File: src/rtl/vga_box_pkg.sv
// vga_box_pkg: shared constants, colour table, box state and FSM state types for the box engine
package vga_box_pkg;
   localparam int RGB_W = 6;
   localparam logic [RGB_W-1:0] BOX_COLOUR [0:7] = '{
      6'b111111, 6'b110000, 6'b001100, 6'b000011,
      6'b111100, 6'b001111, 6'b110011, 6'b101010
   };
   localparam logic [RGB_W-1:0] BORDER_COLOUR = 6'b000011;
   typedef struct packed {
      logic [9:0] x;
      logic [9:0] y;
      logic       dx;
      logic       dy;
   } box_state;
   typedef enum logic {ST_IDLE, ST_UPDATE} fsm_state_t;
endpackage

File: src/rtl/box_axis_step.sv
// box_axis_step: one-axis move with edge bounce; speed 0 freezes position and direction
module box_axis_step #(
   parameter int SIZE = 32,
   parameter int RES  = 640,
   parameter int SW   = 4
) (
   input  logic [9:0]    pos,
   input  logic          dir,
   input  logic [SW-1:0] s,
   output logic [9:0]    pos_n,
   output logic          dir_n
);
   logic [10:0] ext, sx;
   logic        hi, lo;
   assign ext = {1'b0, pos};
   assign sx  = 11'(s);
   assign hi  = ext + 11'(SIZE) + sx >= 11'(RES - 1);
   assign lo  = ext < sx;
   always_comb begin
      pos_n = (s == '0) ? pos : !dir ? (hi ? 10'(RES - 1 - SIZE) : 10'(ext + sx))
                                     : (lo ? 10'd0 : 10'(ext - sx));
      dir_n = (s == '0) ? dir : !dir ? hi : !lo;
   end
endmodule

File: src/rtl/vga_multi_box_engine.sv
// vga_multi_box_engine: bouncing box sprites updated once per frame; VGA_BOX_BORDER_EN adds a blue screen border
module vga_multi_box_engine
   import vga_box_pkg::*;
#(
   parameter int NUM_BOXES = 4,
   parameter int BOX_SIZE  = 32,
   parameter int H_RES     = 640,
   parameter int V_RES     = 480,
   parameter int SPEED_W   = 4
) (
   input  logic               clk,
   input  logic               reset,
   input  logic               vsync,
   input  logic               pause,
   input  logic [SPEED_W-1:0] speed,
   input  logic [9:0]         pix_x,
   input  logic [9:0]         pix_y,
   input  logic               video_active,
   output logic [RGB_W-1:0]   rgb,
   output logic               busy,
   output logic               overrun
);
   localparam int IW = (NUM_BOXES > 1) ? $clog2(NUM_BOXES) : 1;
   localparam logic [IW-1:0] LAST = IW'(NUM_BOXES - 1);

   fsm_state_t state, state_n;
   logic [IW-1:0] idx, idx_n;
   logic vsync_q, tick, upd, ovr_set;
   box_state boxes [NUM_BOXES];
   box_state cur;
   logic [9:0] nx, ny;
   logic ndx, ndy;
   logic [RGB_W-1:0] col, bg;

   assign tick = vsync & ~vsync_q;
   assign busy = state == ST_UPDATE;
   assign cur  = boxes[idx];

   always_comb begin
      state_n = state;
      idx_n   = idx;
      upd     = 1'b0;
      ovr_set = 1'b0;
      if (state == ST_IDLE) begin
         state_n = (tick && !pause) ? ST_UPDATE : ST_IDLE;
         idx_n   = '0;
      end else begin
         upd     = 1'b1;
         ovr_set = tick;
         state_n = (idx == LAST) ? ST_IDLE : ST_UPDATE;
         idx_n   = (idx == LAST) ? idx : idx + 1'b1;
      end
   end

   // Both axis steppers are shared by all boxes, one box per clock
   box_axis_step #(.SIZE(BOX_SIZE), .RES(H_RES), .SW(SPEED_W)) u_step_x (
      .pos(cur.x), .dir(cur.dx), .s(speed), .pos_n(nx), .dir_n(ndx)
   );
   box_axis_step #(.SIZE(BOX_SIZE), .RES(V_RES), .SW(SPEED_W)) u_step_y (
      .pos(cur.y), .dir(cur.dy), .s(speed), .pos_n(ny), .dir_n(ndy)
   );

   always_ff @(posedge clk) begin
      if (reset) begin
         state   <= ST_IDLE;
         idx     <= '0;
         vsync_q <= 1'b0;
         overrun <= 1'b0;
         for (int i = 0; i < NUM_BOXES; i++) begin
            boxes[i].x  <= 10'(i * (BOX_SIZE + 8));
            boxes[i].y  <= 10'(i * 16);
            boxes[i].dx <= 1'(i);
            boxes[i].dy <= 1'(i >> 1);
         end
      end else begin
         state   <= state_n;
         idx     <= idx_n;
         vsync_q <= vsync;
         overrun <= overrun | ovr_set;
         if (upd) boxes[idx] <= '{x: nx, y: ny, dx: ndx, dy: ndy};
      end
   end

`ifdef VGA_BOX_BORDER_EN
   assign bg = (pix_x < 10'd2 || pix_x > 10'(H_RES - 3) || pix_y < 10'd2 || pix_y > 10'(V_RES - 3))
             ? BORDER_COLOUR : '0;
`else
   assign bg = '0;
`endif

   // Descending scan so the lowest-index hit is the last assignment and wins
   always_comb begin
      col = bg;
      for (int i = NUM_BOXES - 1; i >= 0; i--)
         if ({1'b0, pix_x} >= {1'b0, boxes[i].x} && {1'b0, pix_x} < {1'b0, boxes[i].x} + 11'(BOX_SIZE) &&
             {1'b0, pix_y} >= {1'b0, boxes[i].y} && {1'b0, pix_y} < {1'b0, boxes[i].y} + 11'(BOX_SIZE))
            col = BOX_COLOUR[i];
   end

   always_ff @(posedge clk) begin
      rgb <= reset ? '0 : (video_active ? col : '0);
   end
endmodule
File: config.mk
export PLATFORM = sky130hd
export DESIGN_NAME = vga_multi_box_engine
export DESIGN_NICKNAME = d
export VERILOG_FILES = /design/src/rtl/vga_box_pkg.sv /design/src/rtl/box_axis_step.sv /design/src/rtl/vga_multi_box_engine.sv
export SDC_FILE = /design/constraint.sdc
export NUM_CORES = 1
export LEC_CHECK = 0
export BUFFER_PORTS_ARGS = -buffer_cell sky130_fd_sc_hd__buf_2
export CAP_MARGIN = 40
export CORE_MARGIN = 2
export CORE_UTILIZATION = 60
export CTS_BUF_LIST = sky130_fd_sc_hd__clkbuf_8
export DETAILED_ROUTE_END_ITERATION = 7
export PLACE_DENSITY = 0.85
export REMOVE_ABC_BUFFERS = 1
export SLEW_MARGIN = 10
export SYNTH_ARGS = -nofsm -noshare
export SYNTH_HDL_FRONTEND = slang
export SYNTH_SLANG_ARGS = --single-unit
File: constraint.sdc
create_clock -name clk -period 5.6 [get_ports clk]
set_clock_uncertainty 0.15 [all_clocks]
set_input_delay 0.28 -clock clk [delete_from_list [all_inputs] [get_ports clk]]
set_output_delay 0.28 -clock clk [all_outputs]
set_load 0.005 [all_outputs]
Yosys cells after proc, flatten, opt, wreduce, memory -nomap -nowiden
Memory sizes are Yosys's and may differ from the RTL's. A register that Yosys moved wholly into a read port is not among the register bits.
Index checks and enable logic that the tools add are counted.
- multipliers: 0
- equal/unequal tests: 1
- reductions and logical operators: 20
- divide/modulo/power cells: 0
- muxes and demuxes: 30
- add/sub/neg operators: 17
- magnitude comparators: 20
- bitwise logic cells: 5
- shifts and indexed selects: 0
- operators by type and width (operator ; count):
    adder 10 x 6 -> 11 bit (second input constant) ; 10
    < comparator 10 x 11 -> 1 bit ; 8
    greater-or-equal comparator 10 bit ; 8
    2-to-1 mux 10 bit ; 8
    adder 11 x 4 -> 11 bit ; 2
    2-to-1 mux 22 bit ; 1
    OR reduction 22 bit ; 1
    adder 10 x 4 -> 10 bit ; 2
    < comparator 10 x 4 -> 1 bit ; 2
    subtractor 10 x 4 -> 10 bit ; 2
    2-to-1 mux 6 bit ; 3
    2-to-1 mux 1 bit ; 14
    logical AND 1 bit ; 13
    greater-or-equal comparator 11 x 10 -> 1 bit (second input constant) ; 1
    greater-or-equal comparator 11 x 9 -> 1 bit (second input constant) ; 1
    2-to-1 mux 2 bit ; 4
    zero test 4 bit ; 1
    OR reduction 2 bit ; 2
    zero test 1 bit ; 3
    inverter 1 bit ; 3
    adder 2 x 1 -> 2 bit (second input constant) ; 1
    equality test 2 bit (second input constant) ; 1
    bitwise AND 1 bit ; 1
    bitwise OR 1 bit ; 1
- bits of input ports: 29
- output and inout bits: 8
- bits in latches: 0
- memories kept: 1
- RAM bits: 88
- bits in registers: 11
- bits in read-only memories: 0
- memories (memory ; depth ; bits a word ; read ports ; clocked after memory_dff ; write ports ; line ; source):
    boxes ; 4 ; 22 ; 5 ; 1 ; 4 ; vga_multi_box_engine.sv:29 ; box_state boxes [NUM_BOXES];

Depth between registers and ports, before layout
An unclocked memory read counts as a cell.
- word-level depth: 10
- depth in mapped cells: 17
- mapped depth without buffers: 13

Hierarchy
A second synthesis with hierarchy kept.
- cell total of the unflattened synthesis: 1040
- area, all modules: 9828.2 µm²
- modules (own cells, without submodules) (module ; seq. area each (µm²) ; cells each ; area an instance (µm²) ; instances):
    vga_multi_box_engine ; 2842.7 ; 729 ; 7687.4 ; 1
    box_axis_step (u_step_x) ; 0.0 ; 161 ; 1086.0 ; 1
    box_axis_step (u_step_y) ; 0.0 ; 150 ; 1054.8 ; 1

Worst setup path before layout
OpenSTA, ideal clock, no wires.
- path kind: reg-to-reg
- start point: register with a tool-made name
- end point: memory boxes[3][19] (netlist bit), data pin
- arrival: 3.486 ns
- clock period less this slack: 3.902 ns
- setup time: 0.266 ns
- cell stages (with the launch flop): 15
- setup slack: 1.698 ns
- required time: 5.184 ns
- path buffers: 4
- cell sequence: dfxtp_1 -> buf_6 -> buf_12 -> buf_4 -> mux4_2 -> ha_1 -> buf_2 -> o21ba_2 -> o21bai_1 -> xnor2_1 -> a211oi_1 -> o211ai_1 -> a22oi_4 -> o31a_1 -> nor2_1
- RTL lines (element ; line):
    end, declared ; vga_multi_box_engine.sv:29

==> run_results.csv <==
group,metric,value,unit
clocking,cts_setup_buffers,0,
min_path,hp-class,"input port to register",
die,initial_core_util,0.6175,
sta,worstMarginPinSlew,862.9,ps
logic_synthesis,synth_top_area_share,0.2804,
clocking,cts_root_buffer,"clkbuf_8",
global_routing,overflow,0,
sta,whs,51.51,ps
sta,grt_setup_unrepaired,"false",
logic_synthesis,ys_seq_area_frac,0.3017,
clocking,tritoncts,"built",
global_routing,grtUsageTotal,0.3068,
logic_synthesis,synth_most_common_cell,"ha_1",
logic_synthesis,netlist_instances,996,
placed_design,dp_hpwl,19.28,mm
critical_path,path_class,"register to register",
placed_design,routabilityCongestion,0.9605,
logic_synthesis,yosysWarningCount,0,
critical_path,arrival,4470,ps
logic_synthesis,synth_common_cells,"150 x ha_1, 113 x inv_1, 88 x edfxtp_1, 72 x nor2_1, 71 x a21oi_1",
sta,worst_slack,1146,ps
logic_synthesis,synthFlopType,"edfxtp_1",
layout,nets,1199,
drt,wl,24.76,mm
power,peakVddDrop,0.1624,mV
status,status,"finished, final reports clean",
logic_synthesis,synth_seq_cells,98,
critical_path,startpoint_type,"register",
global_routing,grt_pass1_wl,39.27,mm
sta,hold_viol,0,
sta,setup_violations,0,
die,rows,45,
logic_synthesis,synth.avg_cell_area,9.461,µm²
logic_synthesis,synth_cell_types,74,
layout,post-route-util,0.6503,
die,die_y,129.3,µm
sta,fin_tns_setup,0,ps
clocking,clock_latency,390,ps
clocking,cts_inserted_buffers,9,
sta,finalMaxSlewViolations,0,
critical_path,required,5620,ps
logic_synthesis,synth_area,0.009423,mm²
drt,ant_nets,0,
clocking,cts_max_level,3,
power,switching_share,0.3403,
min_path,hp-start,"reset",
die,dieArea,0.01672,mm²
die,coreArea,0.01526,mm²
die,die_w,129.3,µm
global_routing,grt_max_degree,25,
layout,diodes,0,
logic_synthesis,synthArstFlopShare,0,
sta,fin_crit_sh,0.7953,
power,p_int,1.261,mW
power,p_seq_frac,0.446,
placed_design,numPortBuffers,36,
power,p_sw,0.6506,mW
sta,fmax,224.5,MHz
placed_design,pre_cts_ws,1186,ps
job,maxCapViolCount,0,
global_routing,grt_pass1_vias,7515,
power,p_clk_frac,0.247,
clocking,clockBufferDepth,2,
sta,slew_headroom,0.4233,
drt,dr.pass1.iters,5,
logic_synthesis,yosysTopAreaCell,"edfxtp_1",
drt,via_count,8064,
drt,route.detailed.drc,0,
logic_synthesis,synth_edf_count,88,
layout,area_growth,5.311,%
drt,avgViaCountPerCell,6.545,
critical_path,critPathMaxFanout,12,
clocking,cts.sinks,98,
sta,min_period,4454,ps
layout,design_area,0.009923,mm²
placed_design,dpl_cell_area,0.009721,mm²
drt,wl_per_cell,20.09,µm
clocking,cts.clk_slew.worst_paths,90,ps
die,num_io_pins,37,
drt,drt_iter0_drc,954,
layout,drive_gt1_frac,0.09696,
logic_synthesis,synth_area_leaders,"edfxtp_1 28%, ha_1 20%, mux4_2 5.3%",
critical_path,crit_path_end_kind,"register",
power,cellPowerDensity,192.6,mW/mm²
global_routing,grt_antenna_before_repair,0,
power,comb_power_share,0.308,
power,power_leakage,4.141,nW
-- final timing paths --
kind	end	slack [ps]	cells past startpoint
setup / recovery	boxes[1][4]$_SDFFCE_PN0P_	1150	13
hold / removal	vsync_q$_SDFF_PP0_	50	2
setup reg to reg	boxes[1][4]$_SDFFCE_PN0P_	1150	13
hold reg to reg	overrun$_SDFF_PP0_	330	2
-- power groups by stage --
stage                     Clock (mW)  Sequential (mW)  Combinational (mW)
after detailed placement           0            0.867               0.570
final                          0.472            0.852               0.588
after floorplan                    0            0.855               0.411
after global placement             0            0.865               0.553
after global routing           0.497            0.854               0.650
after CTS                      0.471            0.851               0.575
-- flip-flops by register name, indices dropped and copies added, names as in the netlist, named ones only --
| name | count |
|---|---|
| busy | 1 |
| overrun | 1 |
| vsync_q | 1 |
| idx | 2 |
| rgb | 3 |
| boxes | 88 |
-- placed cells by master, fill, tap and decap left out, drive strengths merged, types with 34 or more instances in the layout --
cell type and n:
a21oi 73, nand3 44, ha 150, nand2 36
nor2 73, o21ai 46, inv 116, edfxtp 88
xnor2 34, buf 45
-- layout make-up --
class / count / area, µm²
inverter: 113 / 424.2
fill: 1215 / 5335
clock buffer: 9 / 123.9
tap: 211 / 264.0
clock inverter: 7 / 68.82
multi-input combinational: 748 / 5942
sequential: 98 / 2843
timing repair buffer: 46 / 257.7
-- timing repair --
| action | in CTS | in global routing |
|---|---|---|
| hold endpoints to repair | 1 | 0 |
| gates resized for setup | 0 | 0 |
| hold buffers | 1 | 0 |
-- metal layers --
layer  part of all wire  global-route usage  wire (µm)
met1               0.40              0.4201      10010
met2               0.47              0.4963      11620
met3              0.093             0.04872       2309
met4              0.033              0.1113        814
met5                  0                   0          0
-- worst max-delay path, cell delays in order, from the launching register on --
cell and delay (ps):
dfxtp_1 710, buf_4 330, mux4_2 300, ha_1 180
inv_1 50, fa_1 440, or3_1 410, nand3_1 200
a21oi_1 110, or3_1 380, a22oi_2 220, o21ai_2 160
and3_1 270, nor3_1 320
-- logic make-up (layout without fill, tap and decap cells) --
logic type                 count (synthesis)  after routing  synth area share
muxes                                     25             25           0.05577
xor gates and xnor gates                  41             41           0.03811
AOI/OAI and AO/OA                        248            248            0.1775
buffers and inverters                    150            175           0.06838
adders and majority gates                154            154            0.2077
DFF                                       98             98            0.3017
and+or+nand+nor                          280            280            0.1508
-- metrics by stage --
step | std cells | power, mW
floorplan | 959 | 1.267
global placement | 1214 | 1.419
detailed placement | 1215 | 1.437
CTS | 1232 | 1.897
global route | 1232 | 2.001
finish | 1232 | 1.912
Note: power is estimated with default switching activity, not from simulation.
